File: config.mk
export PLATFORM = sky130hd
export DESIGN_NAME = cpu_sequencer_flat
export DESIGN_NICKNAME = d
export VERILOG_FILES = /design/src/rtl/cpu_sequencer_if.sv /design/src/rtl/cpu_sequencer.sv /design/src/flat_wrapper.sv
export SDC_FILE = /design/constraint.sdc
export NUM_CORES = 1
export LEC_CHECK = 0
export CAP_MARGIN = 10
export CORE_UTILIZATION = 40
export CTS_CLUSTER_DIAMETER = 200
export DETAILED_ROUTE_END_ITERATION = 12
export PLACE_DENSITY = 0.69
export SLEW_MARGIN = 10
export SYNTH_ARGS = -nofsm -noshare
export SYNTH_HDL_FRONTEND = slang
export SYNTH_SLANG_ARGS = --single-unit
export TNS_END_PERCENT = 30
File: constraint.sdc
create_clock -name clk -period 2.1 [get_ports clk]
set_clock_uncertainty 0.15 [all_clocks]
set_input_delay 0.42 -clock clk [delete_from_list [all_inputs] [get_ports clk]]
set_output_delay 0.42 -clock clk [all_outputs]
set_load 0.005 [all_outputs]
File: src/rtl/cpu_sequencer_if.sv
// Handshake and phase-strobe bundle between the MU0 sequencer and its surroundings.
// The master drives the control pulses and the fetch handshake; the slave returns the phase strobes and status.
interface cpu_sequencer_if #(
    parameter int ICNT_W = 16
);
    logic              START;
    logic              STEP;
    logic              BREAK;
    logic              MEM_READY;
    logic [3:0]        IR_IN;
    logic              FETCH;
    logic              EXEC1;
    logic              EXEC2;
    logic [3:0]        OP;
    logic              HALTED;
    logic              ILLEGAL;
    logic              INSTR_DONE;
    logic [ICNT_W-1:0] INSTR_COUNT;

    modport master (
        output START, STEP, BREAK, MEM_READY, IR_IN,
        input  FETCH, EXEC1, EXEC2, OP, HALTED, ILLEGAL, INSTR_DONE, INSTR_COUNT
    );

    modport slave (
        input  START, STEP, BREAK, MEM_READY, IR_IN,
        output FETCH, EXEC1, EXEC2, OP, HALTED, ILLEGAL, INSTR_DONE, INSTR_COUNT
    );
endinterface

File: src/rtl/cpu_sequencer.sv
// MU0 control-unit phase generator: FETCH/EXEC1/EXEC2 strobes, latched opcode,
// STP halt, single-step/break control and a retired-instruction counter.
module cpu_sequencer #(
    parameter int ICNT_W     = 16,
    parameter bit AUTO_START = 1'b0
) (
    input logic            clk,
    input logic            rst_n,
    cpu_sequencer_if.slave bus
);
    typedef enum logic [2:0] {
        S_IDLE,
        S_FETCH,
        S_EXEC1,
        S_EXEC2,
        S_HALT
    } state_e;

    localparam state_e     RST_STATE  = AUTO_START ? S_FETCH : S_IDLE;
    localparam logic       RST_RUN    = AUTO_START;
    localparam logic [3:0] OP_LDA     = 4'b0000;
    localparam logic [3:0] OP_STP     = 4'b0111;
    localparam logic [3:0] OP_ILL_MIN = 4'b1011;

    state_e            r_state;
    state_e            w_state_nxt;
    state_e            w_end_state;
    logic              r_run_mode;
    logic              w_run_nxt;
    logic              w_start;
    logic [3:0]        r_op;
    logic              r_illegal;
    logic [ICNT_W-1:0] r_count;
    logic              w_fetch;
    logic              w_exec1;
    logic              w_exec2;
    logic              w_halted;
    logic              w_instr_done;

    // NOTE: sequential state uses non-blocking assignments so every register samples pre-edge values.
    always_ff @(posedge clk or negedge rst_n) begin
        if (!rst_n) begin
            r_state    <= RST_STATE;
            r_run_mode <= RST_RUN;
        end else begin
            r_state    <= w_state_nxt;
            r_run_mode <= w_run_nxt;
        end
    end

    always_ff @(posedge clk or negedge rst_n) begin
        if (!rst_n) begin
            r_op      <= 4'b0000;
            r_illegal <= 1'b0;
            r_count   <= '0;
        end else begin
            if (w_fetch && bus.MEM_READY)
                r_op <= bus.IR_IN;
            if (w_exec1 && (r_op >= OP_ILL_MIN))
                r_illegal <= 1'b1;
            if (w_instr_done)
                r_count <= r_count + 1'b1;
        end
    end

    // BREAK overrides START, and a BREAK in the final execute cycle still stops at this boundary.
    assign w_start     = bus.START & ~bus.BREAK;
    assign w_end_state = (r_run_mode & ~bus.BREAK) ? S_FETCH : S_IDLE;

    // NOTE: defaults first so no path leaves the combinational outputs unassigned (no latches).
    always_comb begin
        w_state_nxt = r_state;
        w_run_nxt   = r_run_mode;
        case (r_state)
            S_IDLE, S_HALT: begin
                if (w_start) begin
                    w_state_nxt = S_FETCH;
                    w_run_nxt   = 1'b1;
                end else if (bus.STEP) begin
                    w_state_nxt = S_FETCH;
                    w_run_nxt   = 1'b0;
                end
            end
            S_FETCH: begin
                if (bus.BREAK)
                    w_run_nxt = 1'b0;
                if (bus.MEM_READY)
                    w_state_nxt = S_EXEC1;
            end
            S_EXEC1: begin
                if (bus.BREAK)
                    w_run_nxt = 1'b0;
                if (r_op == OP_LDA)
                    w_state_nxt = S_EXEC2;
                else if (r_op == OP_STP)
                    w_state_nxt = S_HALT;
                else
                    w_state_nxt = w_end_state;
            end
            S_EXEC2: begin
                if (bus.BREAK)
                    w_run_nxt = 1'b0;
                w_state_nxt = w_end_state;
            end
            default: begin
                w_state_nxt = RST_STATE;
                w_run_nxt   = RST_RUN;
            end
        endcase
    end

    always_comb begin
        w_fetch      = (r_state == S_FETCH);
        w_exec1      = (r_state == S_EXEC1);
        w_exec2      = (r_state == S_EXEC2);
        w_halted     = (r_state == S_HALT);
        w_instr_done = (w_exec1 && (r_op != OP_LDA)) || w_exec2;
    end

    assign bus.FETCH       = w_fetch;
    assign bus.EXEC1       = w_exec1;
    assign bus.EXEC2       = w_exec2;
    assign bus.OP          = r_op;
    assign bus.HALTED      = w_halted;
    assign bus.ILLEGAL     = r_illegal;
    assign bus.INSTR_DONE  = w_instr_done;
    assign bus.INSTR_COUNT = r_count;
endmodule

File: src/flat_wrapper.sv
// flat-port wrapper written by rule: the top's interface ports become plain ports
module cpu_sequencer_flat 
#(
    parameter int ICNT_W     = 16,
    parameter bit AUTO_START = 1'b0
)
  (clk, rst_n, bus_START, bus_STEP, bus_BREAK, bus_MEM_READY, bus_IR_IN, bus_FETCH, bus_EXEC1, bus_EXEC2, bus_OP, bus_HALTED, bus_ILLEGAL, bus_INSTR_DONE, bus_INSTR_COUNT);
  cpu_sequencer_if #(.ICNT_W(ICNT_W)) bus_i ();
  input logic clk;
  input logic rst_n;
  input wire logic [$bits(bus_i.START)-1:0] bus_START;
  input wire logic [$bits(bus_i.STEP)-1:0] bus_STEP;
  input wire logic [$bits(bus_i.BREAK)-1:0] bus_BREAK;
  input wire logic [$bits(bus_i.MEM_READY)-1:0] bus_MEM_READY;
  input wire logic [$bits(bus_i.IR_IN)-1:0] bus_IR_IN;
  output wire logic [$bits(bus_i.FETCH)-1:0] bus_FETCH;
  output wire logic [$bits(bus_i.EXEC1)-1:0] bus_EXEC1;
  output wire logic [$bits(bus_i.EXEC2)-1:0] bus_EXEC2;
  output wire logic [$bits(bus_i.OP)-1:0] bus_OP;
  output wire logic [$bits(bus_i.HALTED)-1:0] bus_HALTED;
  output wire logic [$bits(bus_i.ILLEGAL)-1:0] bus_ILLEGAL;
  output wire logic [$bits(bus_i.INSTR_DONE)-1:0] bus_INSTR_DONE;
  output wire logic [$bits(bus_i.INSTR_COUNT)-1:0] bus_INSTR_COUNT;
  assign bus_i.START = bus_START;
  assign bus_i.STEP = bus_STEP;
  assign bus_i.BREAK = bus_BREAK;
  assign bus_i.MEM_READY = bus_MEM_READY;
  assign bus_i.IR_IN = bus_IR_IN;
  assign bus_FETCH = bus_i.FETCH;
  assign bus_EXEC1 = bus_i.EXEC1;
  assign bus_EXEC2 = bus_i.EXEC2;
  assign bus_OP = bus_i.OP;
  assign bus_HALTED = bus_i.HALTED;
  assign bus_ILLEGAL = bus_i.ILLEGAL;
  assign bus_INSTR_DONE = bus_i.INSTR_DONE;
  assign bus_INSTR_COUNT = bus_i.INSTR_COUNT;
  cpu_sequencer #(.ICNT_W(ICNT_W), .AUTO_START(AUTO_START)) u_core (.clk(clk), .rst_n(rst_n), .bus(bus_i));
endmodule
# Yosys cells after proc, flatten, opt, wreduce, memory -nomap -nowiden

Cells that the tools add are included.

Bits in registers: 25
Output and inout port bits: 26
Logic and storage cells: 40

Add/subtract/negate cells: 1
Magnitude comparators: 1
Equal/unequal tests: 8
Mux-type cells: 11
Bitwise logic cells: 3
Reduce and logical (&&, ||, !) cells: 11

Operators by type and width:

| kind                                                             | count |
|---|---|
| 16-bit by 1-bit adder with 16-bit output (second input constant) | 1 |
| 3-bit 2-to-1 mux                                                 | 5 |
| 3-bit one-hot mux with 4 select lines                            | 1 |
| 3-bit by 2-bit == test with 1-bit output (second input constant) | 2 |
| 4-bit by 3-bit == test with 1-bit output (second input constant) | 1 |
| 4-bit >= comparator (second input constant)                      | 1 |
| 4-bit zero test                                                  | 1 |
| 1-bit 2-to-1 mux                                                 | 4 |
| 2-bit AND reduction                                              | 2 |
| 4-bit nonzero test                                               | 1 |
| 3-bit by 1-bit == test with 1-bit output (second input constant) | 1 |
| 3-bit == test (second input constant)                            | 1 |
| 1-bit logical AND                                                | 3 |
| 3-bit zero test                                                  | 1 |
| 3-bit by 2-bit != test with 1-bit output (second input constant) | 1 |
| 3-bit OR reduction                                               | 1 |
| 1-bit AND                                                        | 2 |
| 2-bit by 1-bit != test with 1-bit output (second input constant) | 1 |
| 2-bit != test (second input constant)                            | 1 |
| 1-bit one-hot mux with 2 select lines                            | 1 |
| 2-bit OR reduction                                               | 1 |
| 1-bit logical OR                                                 | 1 |
| 1-bit inverter                                                   | 1 |

# Longest topological paths before layout

Gate-level depths: netlist of the first run.

Depth after elaboration: 6
Gate-level depth with buffers: 7
Mapped depth without buffers: 6

# Worst setup path after synthesis of the first run

Ideal clock, no wire load.

Path kind: flip-flop to flip-flop
From: register u_core.r_op[0] (netlist: u_core.bus.OP[0])
To: register u_core.r_count[13] (netlist: u_core.bus.INSTR_COUNT[13])
Setup time: 80 ps
Data arrival time: 1659 ps
Required time: 1870 ps
Setup slack: 211 ps
Stages on the path, launching flop included: 7
Path buffers: 1
Clock period less this slack: 1889 ps
Cells stage by stage: dfrtp_1 or4_4 o21a_4 and3_4 buf_6 nand3_1 xnor2_1

Longest elaborated chain between the ends: 3

Ends and longest elaborated chain:

| item                     | line                 | source |
|---|---|---|
| start, declared          | cpu_sequencer.sv:31  | `logic [3:0] r_op;` |
| start signal, assigned   | cpu_sequencer.sv:58  | `r_op <= bus.IR_IN;` |
| 4-bit nonzero test       | cpu_sequencer.sv:117 | `w_instr_done = (w_exec1 && (r_op != OP_LDA)) \|\| w_exec2;` |
| 1-bit logical AND        | cpu_sequencer.sv:117 |  |
| 1-bit logical OR         | cpu_sequencer.sv:117 |  |
| named net bus_INSTR_DONE | flat_wrapper.sv:22   | `output wire logic [$bits(bus_i.INSTR_DONE)-1:0] bus_INSTR_DONE;` |
| end signal, assigned     | cpu_sequencer.sv:62  | `r_count <= r_count + 1'b1;` |
| end, declared            | cpu_sequencer.sv:33  | `logic [ICNT_W-1:0] r_count;` |

The timed path passes the listed nets, and every way through them passes these cells.
A chain may end at the register's enable or synchronous reset.

# Final worst setup path of the first run

From: register u_core.r_op[2] (netlist: u_core.bus.OP[2])
To: output port bus_INSTR_DONE

Longest elaborated chain between the ends: 3

Ends and longest elaborated chain:

| item               | line |
|---|---|
| 4-bit nonzero test | cpu_sequencer.sv:117 |
| 1-bit logical AND  | cpu_sequencer.sv:117 |
| 1-bit logical OR   | cpu_sequencer.sv:117 |
| end, declared      | flat_wrapper.sv:22 |

No other way between the ends.

==> run summary, run 1 <==
- **result of the run** finished with violations
- **violated checks** DRC, setup timing
- **routability cong.** 0.8669
- **total number of vias** 977
- **Clk pin slew, worst setup/hold paths** 0.13 ns
- **number of I/O port buffers** 35
- **Top-Level Pins** 36
- **maximum clock rate** 464.8 MHz
- **number of enable-type register cells in the synthesized netlist** 0
- **share of the synthesized area in the top cell type** 0.5035
- **data required time of the worst path** 1.53 ns
- **maximum number of buffers from clock root to sink** 2
- **crit-path max FO** 2
- **TritonCTS buffer count** 3
- **initial standard-cell utilization of the core** 0.4355
- **global-route wire length before repair** 4243 um
- **cell leakage power** 0.7909 nW
- **final global-route overflow total** 0
- **worst reg2reg setup slack** 0.10 ns
- **Post-Syn Instances** 109
- **largest net degree at the start of global routing** 26
- **count of warnings emitted by yosys** 0
- **worst slew pin tran** 0.3590 ns
- **share of layout cells above drive strength 1** 0.2658
- **critical-path cell list** or4_4, o21a_4, buf_6
- **minimum setup slack in the final design** -0.05161 ns
- **Clock Latency Late Sink** 0.31 ns
- **TritonCTS clock tree** built
- **ratio of final minimum period to clock period** 1.025
- **cell types with the largest area share after synthesis** sky130_fd_sc_hd__dfrtp_1 50%, sky130_fd_sc_hd__xnor2_1 9.2%, sky130_fd_sc_hd__mux2_2 3.6%
- **sequential-to-total area share from yosys stat** 0.5035
- **die height** 57.73 um
- **initial antenna violation count** 0
- **number of filler instances in the final layout** 248
- **Layout Nets** 170
- **DR vias/cell** 5.169
- **P per Cell Area** 1072 nW/um^2
- **final total power** 1.890 mW
- **share of synthesized registers carrying an async set or reset** 1.000
- **register area** 629.4 sq um
- **count of inserted antenna diode cells** 0
- **die boundary width** 57.73 um
- **worst vdd ir** 0.0006133 V
- **max-cap viol count** 0
- **kind of end point of the critical path** output pin
- **Top FF cell, synth** sky130_fd_sc_hd__dfrtp_1
- **post-synthesis area per instance** 11.40 sq um
- **cell with the largest stage delay on the worst path** sky130_fd_sc_hd__or4_4
- **Worst EP arrival** 1.58 ns
- **DRC violations left** 1
- **number of nets produced by synthesis** 120
- **final hold violation count** 0
- **number of standard cells in the final layout excluding fillers** 189
- **routed wirelength normalized by instance count** 13.63 um
- **die outline area** 3333 sq um
- **final critical path time including I/O delays and setup** 2.152 ns
- **RSZ-0062 raised after global routing** yes
- **total wire length** 2577 um
- **clk root buf** sky130_fd_sc_hd__clkbuf_4
- **cell area after synthesis** 1242 sq um
- **Netlist cell types** 34
- **flip-flop and latch count after synthesis** 25
- **worst rel slew slack** 0.7581
- **number of DRC violations after detailed-routing iteration 0** 24
- **kind of critical path** register to output pin
- **Post-Place Cells** 179
- **half-perimeter wire length of the detailed placement result** 1923 um
- **hold buffer count at CTS** 0
- **top cell type by total area after synthesis** sky130_fd_sc_hd__dfrtp_1
- **length of the first detailed-routing pass in iterations** 8
- **vias in the first global route** 921
- **CTS H-tree lvls** 1
- **hold crit path type** input pin to asynchronous set/reset pin
- **Area Overhead vs Synth** 41.89%
- **Overall Global Routing Usage** 0.1654
- **Core Box Area** 2853 sq um
- **category of the worst setup path launch point** register
- **final number of setup-violating endpoints** 1
- **site row count** 19
- **Routed Antenna Nets** 0
- **area of the multi-input gates** 590.6 sq um
- **max-slew violation count** 0
- **delay of the slowest cell on the worst path** 0.54 ns
- **Sinks on Clock Net** 25
[per-layer routing]
metal / track usage / part of all wire
met1: 0.2243 / 0.46
met2: 0.2724 / 0.50
met3: 0.04911 / 0.033
met4: 0.02041 / 0
met5: 0 / 0
[report_power, final]
| part | switching (mW) | internal, mW |
|---|---|---|
| registers | 0.136 | 0.610 |
| logic | 0.364 | 0.570 |
| clock network | 0.137 | 0.0742 |
| total | 0.636 | 1.25 |
[cell type report]
class                      instances  share of cell area
sequential                        25              0.3570
multi-input combinational         76              0.3350
timing repair buffer              49              0.2626
tap                               31             0.02200
clock buffer                       4             0.01490
inverter                           4            0.008517
[metrics by stage]
step	TNS (ns)	setup WS, ns	hold slack [ns]	instance area [sq um]	utilization
6_report	-0.05161	-0.05161	0.2940	1763	0.6180
5_1_grt	-0.1122	-0.1122	0.3022	1763	0.6180
4_1_cts	-0.2174	-0.08294	0.3030	1718	0.6022
3_5_place_dp	-0.01423	-0.01423	0.3190	1654	0.5798
3_3_place_gp	-0.003653	-0.003653	0.3034	1654	0.5798
2_1_floorplan	0	0.2111	-0.02559	1242	-
[registers in the layout (all words and copies together) (netlist names)]
signal,count
u_core.r_run_mode,1
u_core.bus.ILLEGAL,1
u_core.r_state,3
u_core.bus.INSTR_COUNT,16
u_core.bus.OP,4
[cells in the final DEF, fill, tap and decap left out, types with 2 or more instances in the layout]
cell type	count
sky130_fd_sc_hd__clkdlybuf4s50_1	30
sky130_fd_sc_hd__dfrtp_1	22
sky130_fd_sc_hd__xnor2_1	13
sky130_fd_sc_hd__buf_4	13
sky130_fd_sc_hd__nand2_1	7
sky130_fd_sc_hd__o21ai_0	5
sky130_fd_sc_hd__mux2_2	4
sky130_fd_sc_hd__nor3_1	4
sky130_fd_sc_hd__inv_1	3
sky130_fd_sc_hd__and2_1	3
sky130_fd_sc_hd__nand3_2	3
sky130_fd_sc_hd__nand4_2	3
sky130_fd_sc_hd__nand3_1	3
sky130_fd_sc_hd__a21oi_1	3
sky130_fd_sc_hd__clkbuf_4	3
sky130_fd_sc_hd__dfrtp_2	3
sky130_fd_sc_hd__nand4_1	2
sky130_fd_sc_hd__and4_1	2
sky130_fd_sc_hd__and3_1	2
sky130_fd_sc_hd__xor2_1	2
sky130_fd_sc_hd__dlymetal6s2s_1	2
sky130_fd_sc_hd__dlygate4sd2_1	2
sky130_fd_sc_hd__buf_6	2
[cells by family (layout without fill, tap and decap cells)]
kind of cell               count (synthesis)  in the layout  synth area share
DFF                                       25             25            0.5035
AOI/OAI and AO/OA                         15             15           0.08258
buffers and inverters                      8             57           0.04229
xor gates and xnor gates                  15             15            0.1057
adders and majority gates                  1              1           0.01007
muxes                                      4              4           0.03625
and+or+nand+nor                           41             41            0.2195
[critical path, delay by kind of cell (launching register included)]
kind / cells / cell delay (ns)
simple gates: 1 / 0.54
flops: 1 / 0.40
compound gates: 1 / 0.21
buf+inv: 1 / 0.11
[cells in the mapped netlist, drive strengths merged (2+ instances only)]
library cell,number
a21oi,3
and2,4
and3,3
and4,2
buf,3
dfrtp,25
inv,4
mux2,4
nand2,7
nand3,6
nand4,5
nor2,3
nor2b,2
nor3,4
o21ai,5
xnor2,13
xor2,2
[path summary, 6_finish.rpt]
check / start / to / cells past startpoint
max reg2reg: u_core.bus.OP[2] / u_core.bus.INSTR_COUNT[4] / 6
min in group clk: u_core.bus.INSTR_COUNT[15] / u_core.bus.INSTR_COUNT[15] / 1
min reg2reg: u_core.bus.INSTR_COUNT[15] / u_core.bus.INSTR_COUNT[15] / 1
max in group asynchronous: rst_n / u_core.r_state[1] / 2
min: rst_n / u_core.r_run_mode / 2
max: u_core.bus.OP[2] / bus_INSTR_DONE / 3
[repair_timing]
item | CTS | global route
endpoints found under the setup margin | 5 | 8
gates resized for setup | 15 | 6
pin swaps | 2 | 2
setup buffers | 3 | 3
(Power assumes the default switching activity.)
==> inputs of run 2 (changes only) <==
Settings changed: CORE_UTILIZATION 40 to 46, PLACE_DENSITY 0.69 to 0.78, SLEW_MARGIN 10 to 15.
==> run summary, run 2 (synthesized netlist as in run 1, its figures left out) <==
- **result of the run** finished with violations
- **violated checks** setup timing
- **die height** 53.97 um, -6.5%
- **Clock Latency Late Sink** 0.32 ns, about the same
- **critical-path cell list** or4_4, o21a_4, buf_6
- **count of inserted antenna diode cells** 0, unchanged
- **clk root buf** sky130_fd_sc_hd__clkbuf_4
- **commonest non-fill, non-tap cells in the layout** 30 x sky130_fd_sc_hd__clkdlybuf4s50_1, 23 x sky130_fd_sc_hd__dfrtp_1, 13 x sky130_fd_sc_hd__xnor2_1, 12 x sky130_fd_sc_hd__buf_4, 7 x sky130_fd_sc_hd__nand2_1
- **worst vdd ir** 0.0008954 V, +46%
- **CTS H-tree lvls** 1, unchanged
- **Worst EP arrival** 1.58 ns, about the same
- **launch point of the worst reg-to-reg path** u_core.bus.OP[3]
- **share of layout cells above drive strength 1** 0.2500, -0.01582
- **global-route wire length before repair** 4257 um, +0.33%
- **final total power** 1.863 mW, -1.4%
- **worst slew pin tran** 0.3405 ns, -0.01849 ns
- **die boundary width** 53.97 um, -6.5%
- **data required time of the worst path** 1.53 ns, about the same
- **initial antenna violation count** 0, unchanged
- **number of flip-flops in the largest register** 16, unchanged
- **number of DRC violations after detailed-routing iteration 0** 9, -63%
- **sum of buffers and inverters on the critical path** 1, unchanged
- **number of I/O port buffers** 35, unchanged
- **Top-Level Pins** 36, unchanged
- **maximum number of buffers from clock root to sink** 2, unchanged
- **DR vias/cell** 5.172, about the same
- **hold crit path type** input pin to asynchronous set/reset pin
- **Crit path max-delay family** simple AND/OR/NAND/NOR gates
- **Area Overhead vs Synth** 39.98%
- **largest net degree at the start of global routing** 26, unchanged
- **routed wirelength normalized by instance count** 14.12 um, +3.5%
- **Layout Nets** 168, -1.2%
- **most common cell after layout, fill and taps aside** sky130_fd_sc_hd__clkdlybuf4s50_1
- **max-slew violation count** 0, unchanged
- **die outline area** 2913 sq um, -13%
- **delay of the slowest cell on the worst path** 0.54 ns, about the same
- **Routed Antenna Nets** 0, unchanged
- **Overall Global Routing Usage** 0.2069, +0.04146
- **P per Cell Area** 1071 nW/um^2, about the same
- **maximum clock rate** 466.0 MHz, +0.26%
- **final number of setup-violating endpoints** 1, unchanged
- **site row count** 18, -1
- **Sinks on Clock Net** 25, unchanged
- **minimum setup slack in the final design** -0.04599 ns, +0.005621 ns
- **combinational power share** 0.480, -0.014
- **total wire length** 2626 um, +1.9%
- **Clk pin slew, worst setup/hold paths** 0.14 ns, about the same
- **final critical path time including I/O delays and setup** 2.146 ns, -0.005621 ns
- **cell leakage power** 0.7923 nW, +0.17%
- **worst reg2reg setup slack** 0.09 ns, about the same
- **max-cap viol count** 0, unchanged
- **total number of vias** 962, -1.5%
- **final hold violation count** 0, unchanged
- **Worst R2R End** u_core.bus.INSTR_COUNT[4]
- **TritonCTS clock tree** built
- **final hold slack** 0.2849 ns, -0.009120 ns
- **vias in the first global route** 940, +2.1%
- **DRC violations left** 0, -1
- **worst rel slew slack** 0.7706, +0.01245
- **length of the first detailed-routing pass in iterations** 4, -4
- **share of total power consumed by net switching** 0.3423, +0.005564
- **RSZ-0062 raised after global routing** yes
- **kind of critical path** register to output pin
- **TritonCTS buffer count** 3, unchanged
- **routability cong.** 0.8537, -1.5%
- **crit-path max FO** 2, unchanged
- **initial standard-cell utilization of the core** 0.4926, +0.05703
- **ratio of final minimum period to clock period** 1.022, -0.002677
- **final global-route overflow total** 0, unchanged
- **half-perimeter wire length of the detailed placement result** 1994 um, +3.7%
- **Core Box Area** 2522 sq um, -12%
- **switching power of the nets** 637.7 uW, +0.20%
- **final standard cell utilization of the core** 0.6895, +0.07150
- **worst-case reg-to-reg path depth** 6, unchanged
- **cell with the largest stage delay on the worst path** sky130_fd_sc_hd__or4_4
- **Clock Power Share** 0.117, +0.005
- **fraction of power consumed by sequential logic** 0.403, +0.009
- **category of the worst setup path launch point** register
- **internal cell power** 1.225 mW, -2.3%
- **kind of end point of the critical path** output pin
run 2: final cells by class:
cell class	count	area (sq um)
timing repair buffer	47	447.9
clock buffer	3	22.52
inverter	4	15.01
clock inverter	1	5.005
fill	208	783.3
tap	30	37.54
sequential	25	628.1
multi-input combinational	76	583.1
run 2: repair_timing:
| item | CTS | global route |
|---|---|---|
| buffers inserted | 2 | 1 |
| hold buffers | 0 | 0 |
| pin swaps | 2 | 2 |
| resized for setup | 14 | 4 |
| setup endpoints to repair | 5 | 9 |
run 2: metal layers:
layer	vias up	GRT usage	routed length, um	share of wire
met5	-	0	0	0
met1	470	0.2702	1231	0.47
met4	0	0.06410	24	0.0091
li1	476	-	-	-
met2	12	0.3477	1314	0.50
met3	4	0.03390	56	0.021
run 2: stage by stage:
stage / setup WS [ns] / instance area [sq um] / std cells / TNS, ns
floorplan: 0.2111 / 1242 / 109 / 0
global placement: -0.0006134 / 1660 / 179 / -0.0006134
detailed placement: -0.01980 / 1660 / 179 / -0.01980
CTS: -0.08084 / 1723 / 185 / -0.2569
global route: -0.08800 / 1739 / 186 / -0.08800
finish: -0.04599 / 1739 / 186 / -0.04599
run 2: how the worst max path moves through the flow:
stage / start / endpoint / slack [ns] / depth (start not counted)
finish: u_core.bus.OP[3] / bus_INSTR_DONE / -0.05 / 3
CTS: u_core.bus.OP[2] / bus_INSTR_DONE / -0.08 / 3
detailed placement: u_core.bus.OP[0] / bus_INSTR_DONE / -0.02 / 3
global route: u_core.bus.OP[3] / bus_INSTR_DONE / -0.09 / 3
floorplan: u_core.bus.OP[0] / u_core.bus.INSTR_COUNT[13] / 0.21 / 6
global placement: u_core.bus.OP[0] / bus_INSTR_DONE / -0.0006 / 3
run 2: worst register-to-register path: stages (launching register included):
cell,delay [ns]
sky130_fd_sc_hd__dfrtp_1,0.40
sky130_fd_sc_hd__or4_4,0.54
sky130_fd_sc_hd__o21a_4,0.21
sky130_fd_sc_hd__buf_4,0.14
sky130_fd_sc_hd__and2_2,0.25
sky130_fd_sc_hd__nand3_1,0.12
sky130_fd_sc_hd__xnor2_1,0.13
run 2: power groups by stage:
stage | Sequential, mW | Combinational, mW | Clock, mW
5_1_grt | 0.769 | 0.982 | 0.242
3_5_place_dp | 0.750 | 0.841 | 0
3_3_place_gp | 0.738 | 0.819 | 0
6_report | 0.750 | 0.895 | 0.218
4_1_cts | 0.751 | 0.890 | 0.224
2_1_floorplan | 0.753 | 0.406 | 0
